File: config.mk
export PLATFORM = sky130hd
export DESIGN_NAME = branch_predictor_table
export DESIGN_NICKNAME = d
export VERILOG_FILES = /design/src/rtl/branch_predictor_table.sv
export SDC_FILE = /design/constraint.sdc
export NUM_CORES = 1
export LEC_CHECK = 0
export CAP_MARGIN = 20
export CORE_MARGIN = 5
export CORE_UTILIZATION = 52
export CTS_BUF_LIST = sky130_fd_sc_hd__clkbuf_16
export CTS_CLUSTER_DIAMETER = 150
export DETAILED_ROUTE_END_ITERATION = 10
export PLACE_DENSITY = 0.77
export SLEW_MARGIN = 30
export SYNTH_ARGS = -nofsm -noshare
export SYNTH_HDL_FRONTEND = slang
export SYNTH_SLANG_ARGS = --single-unit
File: constraint.sdc
create_clock -name clk -period 3.01 [get_ports clk]
set_input_delay 0.903 -clock clk [delete_from_list [all_inputs] [get_ports clk]]
set_output_delay 0.903 -clock clk [all_outputs]
set_load 0.05 [all_outputs]
File: src/rtl/branch_predictor_table.sv
// ============================================================================
// Module   : branch_predictor_table
// Brief    : Direction predictor table of saturating counters; 1-cycle lookup,
//            independent update port. Optional gshare indexing via BP_GSHARE_EN.
// Revision : 1.0 - initial release
// ============================================================================
`default_nettype none

module branch_predictor_table #(
  parameter int INDEX_BITS = 6,
  parameter int CTR_BITS   = 2,
  parameter int HIST_BITS  = 6
) (
  input  logic                  clk,
  input  logic                  rst,
  input  logic                  lookup_en,
  input  logic [31:0]           lookup_pc,
  output logic                  pred_valid,
  output logic                  pred_taken,
  output logic [CTR_BITS-1:0]   pred_ctr,
  output logic [HIST_BITS-1:0]  pred_hist,
  input  logic                  update_en,
  input  logic [31:0]           update_pc,
  input  logic                  update_taken,
  input  logic [HIST_BITS-1:0]  update_hist
);

  localparam int                ENTRIES    = 1 << INDEX_BITS;
  localparam logic [CTR_BITS-1:0] C_CTR_MAX  = {CTR_BITS{1'b1}};
  localparam logic [CTR_BITS-1:0] C_CTR_INIT = {1'b0, {(CTR_BITS-1){1'b1}}};

  logic [CTR_BITS-1:0]   table_q [ENTRIES];
  logic                  pred_valid_q;
  logic [CTR_BITS-1:0]   pred_ctr_q;
  logic [HIST_BITS-1:0]  pred_hist_q;

  logic [INDEX_BITS-1:0] w_lu_base;
  logic [INDEX_BITS-1:0] w_up_base;
  logic [INDEX_BITS-1:0] w_lu_idx;
  logic [INDEX_BITS-1:0] w_up_idx;
  logic [HIST_BITS-1:0]  w_lu_hist;
  logic [CTR_BITS-1:0]   w_up_cur;
  logic [CTR_BITS-1:0]   w_up_next;
  logic                  w_unused;

  assign w_lu_base = lookup_pc[INDEX_BITS+1:2];
  assign w_up_base = update_pc[INDEX_BITS+1:2];

`ifdef BP_GSHARE_EN
  logic [HIST_BITS-1:0] hist_q;
  logic [HIST_BITS-1:0] hist_d;

  generate
    if (HIST_BITS == 1) begin : g_hist_one
      assign hist_d = update_taken;
    end else begin : g_hist_shift
      assign hist_d = {hist_q[HIST_BITS-2:0], update_taken};
    end
  endgenerate

  always_ff @(posedge clk) begin
    if (rst) begin
      hist_q <= '0;
    end else if (update_en) begin
      hist_q <= hist_d;
    end
  end

  // Update side uses the history snapshot that travelled with the branch.
  assign w_lu_idx  = w_lu_base ^ INDEX_BITS'(hist_q);
  assign w_up_idx  = w_up_base ^ INDEX_BITS'(update_hist);
  assign w_lu_hist = hist_q;
  assign w_unused  = ^{lookup_pc[31:INDEX_BITS+2], lookup_pc[1:0],
                       update_pc[31:INDEX_BITS+2], update_pc[1:0]};
`else
  assign w_lu_idx  = w_lu_base;
  assign w_up_idx  = w_up_base;
  assign w_lu_hist = '0;
  assign w_unused  = ^{lookup_pc[31:INDEX_BITS+2], lookup_pc[1:0],
                       update_pc[31:INDEX_BITS+2], update_pc[1:0], update_hist};
`endif

  assign w_up_cur = table_q[w_up_idx];

  always_comb begin
    w_up_next = w_up_cur;
    if (update_taken) begin
      if (w_up_cur != C_CTR_MAX) w_up_next = w_up_cur + CTR_BITS'(1);
    end else begin
      if (w_up_cur != '0) w_up_next = w_up_cur - CTR_BITS'(1);
    end
  end

  // Lookup reads the registered array, so a same-index update is not bypassed.
  always_ff @(posedge clk) begin
    if (rst) begin
      for (int i = 0; i < ENTRIES; i++) table_q[i] <= C_CTR_INIT;
      pred_valid_q <= 1'b0;
      pred_ctr_q   <= '0;
      pred_hist_q  <= '0;
    end else begin
      pred_valid_q <= lookup_en;
      if (lookup_en) begin
        pred_ctr_q  <= table_q[w_lu_idx];
        pred_hist_q <= w_lu_hist;
      end
      if (update_en) table_q[w_up_idx] <= w_up_next;
    end
  end

  assign pred_valid = pred_valid_q;
  assign pred_ctr   = pred_ctr_q;
  assign pred_taken = pred_ctr_q[CTR_BITS-1];
  assign pred_hist  = pred_hist_q;

endmodule

`default_nettype wire

Word-level counts from Yosys, hierarchy flattened
Memories as Yosys holds them, arrays and structs flattened. A register that Yosys moved wholly into a read port is not among the register bits.
Cells that the tools add are included.
Storage, ports and cells
  logic and storage cells: 18
  bits of input ports: 75
  memory bits (writable): 128
  output and inout bits: 10
  memories kept: 1
  register bits after elaboration: 1
Memory list
  table_q: depth 64, bits a word 2, read ports 2, clocked after Yosys merged registers in 1, write ports 64, RTL line 32  | logic [CTR_BITS-1:0] table_q [ENTRIES];
Cells by class
  equal/unequal tests: 1
  add/sub/neg operators: 2
  mux-type cells: 11
  reductions and logical operators: 2
Operators with widths (number)
  2-to-1 mux 2 bit: 4
  2-to-1 mux 1 bit: 6
  2-to-1 mux 6 bit: 1
  adder 2 x 1 -> 2 bit, second input constant: 1
  inequality test 2 bit, second input constant: 1
  nonzero test 2 bit: 1
  OR reduction 2 bit: 1
  subtractor 2 x 1 -> 2 bit, second input constant: 1

Logic depth before layout (Yosys ltp)
Gate-level depths: netlist of the first run.
  word-level depth: 5
  gate-level depth with buffers: 12
  gate-level depth less buffers: 7

Worst setup path after synthesis of the first run
No wires, ideal clock.
  path type: input to register
  start point: input port lookup_pc[2]
  end point: register pred_ctr_q[0] (netlist: pred_ctr[0]), read port of table_q
  data required time: 2.896 ns
  cell stages on the path: 8
  setup time: 0.114 ns
  data arrival time: 2.820 ns
  path buffers: 2
  slack: 0.076 ns
  cell sequence: clkbuf_1 > buf_2 > mux4_2 > mux4_2 > a22oi_1 > a31oi_1 > a21oi_1 > nor2_1
RTL lines
  start: declaration: RTL line 17  | input logic [31:0] lookup_pc,
  end: declaration: RTL line 34  | logic [CTR_BITS-1:0] pred_ctr_q;

==> results of run 1 <==
## sequential cells by signal, indices dropped and copies added (netlist names)
signal,flops
pred_ctr,2
table_q,128
pred_valid,1
## cell usage in the layout (no fill, tap or decap), drive strengths merged, types with 4 or more instances in the layout
cell type        n
nor3            50
clkinvlp         6
a22oi           10
a21oi            7
clkbuf          23
or3b             4
nand2b           4
o22a             6
inv              6
buf            143
edfxtp         128
nand4            6
and3             6
o221ai           5
clkdlybuf4s50   13
nor2b            6
nand3           55
o21ai           55
nand2           60
mux2i           29
a221oi          10
a211oi           4
nor2            46
conb             6
mux2             5
mux4            44
clkinv           6
## power breakdown
group / total, mW / switching (mW) / leakage [nW] / internal (mW)
clock network: 2.08 / 0.790 / 0.272 / 1.29
registers: 2.08 / 0.0350 / 1.17 / 2.05
logic: 1.08 / 0.598 / 2.03 / 0.479
## metrics by stage
stage | power, mW | setup TNS, ns | hold slack (ns)
after floorplan | 2.61 | 0 | 0.729
after global placement | 2.83 | -92.92 | 0.478
after detailed placement | 2.86 | -95.69 | 0.490
after CTS | 5.08 | -0.950 | 0.503
after global routing | 5.35 | -14.71 | 0.555
final | 5.24 | -8.24 | 0.492
## critical path, cell delays in order
cell and delay [ns]:
buf_6 0.17, clkbuf_16 0.20, mux2i_1 0.42, o221ai_1 0.21, a222oi_1 0.35, o2111a_1 0.28
buf_4 0.11, maj3_2 0.20, buf_12 0.14, buf_12 0.12, buf_16 0.13, nand3_2 0.07
## metal layers
layer	global-route usage, %	up-vias	wire length, µm
met5	0	-	0
li1	-	2777	-
met3	7.95	170	3480
met2	47.1	668	12800
met4	12.2	0	1850
met1	35.7	3309	9090
## final timing paths
check                  from             end  slack [ns]  cells after the start
min             pred_ctr[0]     pred_ctr[0]        0.49                      2
min reg2reg     pred_ctr[0]     pred_ctr[0]        0.49                      2
max            update_pc[4]  table_q[10][0]       -0.14                     12
max reg2reg  table_q[13][1]  table_q[10][0]        0.30                     10
## cells by family (layout without fill, tap and decap cells)
| group | Yosys count | after routing |
|---|---|---|
| simple gates | 249 | 249 |
| other cells | 1 | 6 |
| mux | 78 | 78 |
| compound gates | 115 | 115 |
| fa+ha+maj | 2 | 2 |
| flops | 131 | 131 |
| buf+inv | 85 | 203 |
## area by class of cell
cell class              instances  area [µm²]  area share, %
clock buffers                  17         425           4.11
clock inverters                15         166           1.61
inverters                       6        25.0          0.242
multi-input cells             450        3870           37.4
flip-flops and latches        131        3900           37.7
well taps                     188         235           2.27
repair buffers                165        1720           16.6
## what timing repair did
action | 4_1_cts | 5_1_grt
setup endpoints to repair | 128 | 128
pin swaps | 20 | 16
gates resized for setup | 47 | 48
setup buffers | 13 | 3
cloned | 5 | 7
==> run_results.csv, run 1 <==
group,metric,value,unit
routing,drtIter0Drc,1298,
synthesis,synth_flop_cell,"edfxtp_1",
place,io_buffer_count,20,
synthesis,synth_top_family_by_area,"simple AND/OR/NAND/NOR gates",
synthesis,synth.area.top_cells,"edfxtp_1 (48%), mux4_2 (12%), nor3_2 (5.5%)",
synthesis,synth-seq-cells,131,
synthesis,ys_types,52,
outcome,failed_checks,"setup timing",
synthesis,yosysTopAreaCell,"edfxtp_1",
place,dp_hpwl,17400,µm
routing,wire_per_inst,28.0,µm
synthesis,ys_top_cells_by_count,"edfxtp_1 (128), nand2_1 (60), nand3_1 (55), o21ai_0 (53), nor2_1 (46)",
place,placed_area,8940,µm²
grt,grt_usage,28.6,%
run,drv_cap,0,
place,place_ws,-0.818,ns
grt,grt_max_degree,28,
final_layout,fillers,960,
final_layout,n_antenna_cell,0,
synthesis,synth_most_common_cell,"edfxtp_1",
outcome,status,"finished, violations left",
final_layout,fin_util,68.3,%
clocking,cts-root-buf,"clkbuf_16",
clocking,numCtsBuffers,17,
sta,maxSlewViolCount,0,
floorplanning,io_pins,85,
final_layout,area_delta_synth_final,29.7,%
synthesis,synthCells,661,
worst_setup_path,crit_required,3.18,ns
worst_setup_path,worst_setup_path_start_kind,"primary input",
grt,grt_pass1_vias,6614,
synthesis,yosys.area.top_type_share,48.2,%
sta,fmax,318,MHz
synthesis,synthMuxAreaShare,16.8,%
synthesis,synth-xor-area-share,0,%
synthesis,async_reset_ff_share,0,%
routing,vias,6924,
floorplanning,start_util,52.7,%
floorplanning,fp.dieH,134,µm
synthesis,synth-simple-area-share,17.8,%
sta,hold_viol_final,0,
floorplanning,die_w,134,µm
grt,grt_antenna_before_repair,0,
synthesis,ys_seq_area_share,48.9,%
sta,max_slew.worst_pin.slew,0.599,ns
clocking,postCtsHoldBufs,0,
power_and_ir_drop,power.leakage,3.47,nW
floorplanning,dieArea,17900,µm²
worst_setup_path,crit_path_end_kind,"register",
final_layout,fin_nets,846,
sta,setup_viol,128,
routing,first_pass_iters,6,
grt,grt_overflow_total,0,
grt,grt_pass1_wl,38600,µm
clocking,h-tree-depth,4,
final_layout,stdcell_area,10300,µm²
place,globalplace.congestion,1.01,
power_and_ir_drop,ir_drop,0.477,mV
power_and_ir_drop,power.density,506,nW/µm²
final_layout,instances_no_fill,972,
clocking,clk_pin_slew_worst_paths,0.06,ns
worst_setup_path,cp_max_fo,11,
clocking,clk_latency,0.43,ns
synthesis,avgSynthCellArea,12.1,µm²
synthesis,synth_edf_count,128,
routing,drc,0,
sta,min_period,3.15,ns
clocking,cts_tree,"built",
sta,fin_crit_sh,105,%
sta,fin_ws,-0.138,ns
synthesis,ys.warnings.count,0,
sta,fin_skew,0.00712,ns
synthesis,synth-compound-area-share,9.52,%
floorplanning,coreArea,15100,µm²
place,post-place-cells,915,
worst_setup_path,arrival,3.32,ns
clocking,ctsLongestPathBuffers,2,
sta,rsz0062_at_grt,"true",
hold_path,hold_path_class,"reg -> reg",
final_layout,drive_above_1_share,42.1,%
clocking,cts_sinks,131,
worst_setup_path,crit_type,"in -> reg",
routing,wl,27200,µm
routing,postRouteAntennaNets,0,
sta,slew_headroom,59.9,%
floorplanning,rows,45,
routing,viasPerCell,7.12,
synthesis,netlist_area,7980,µm²
synthesis,synth_fa_ha_area_share,0.282,%
No activity file was read; power rests on OpenSTA's default activity.
==> run 2, diff against run 1 <==
--- a/config.mk
+++ b/config.mk
@@ -11,6 +11,7 @@
 export CTS_BUF_LIST = sky130_fd_sc_hd__clkbuf_16
 export CTS_CLUSTER_DIAMETER = 150
 export DETAILED_ROUTE_END_ITERATION = 10
+export HOLD_SLACK_MARGIN = 0.06
 export PLACE_DENSITY = 0.77
 export SLEW_MARGIN = 30
 export SYNTH_ARGS = -nofsm -noshare
==> results of run 2 <==
Final layout, timing and power as in run 1 (identical DEF).
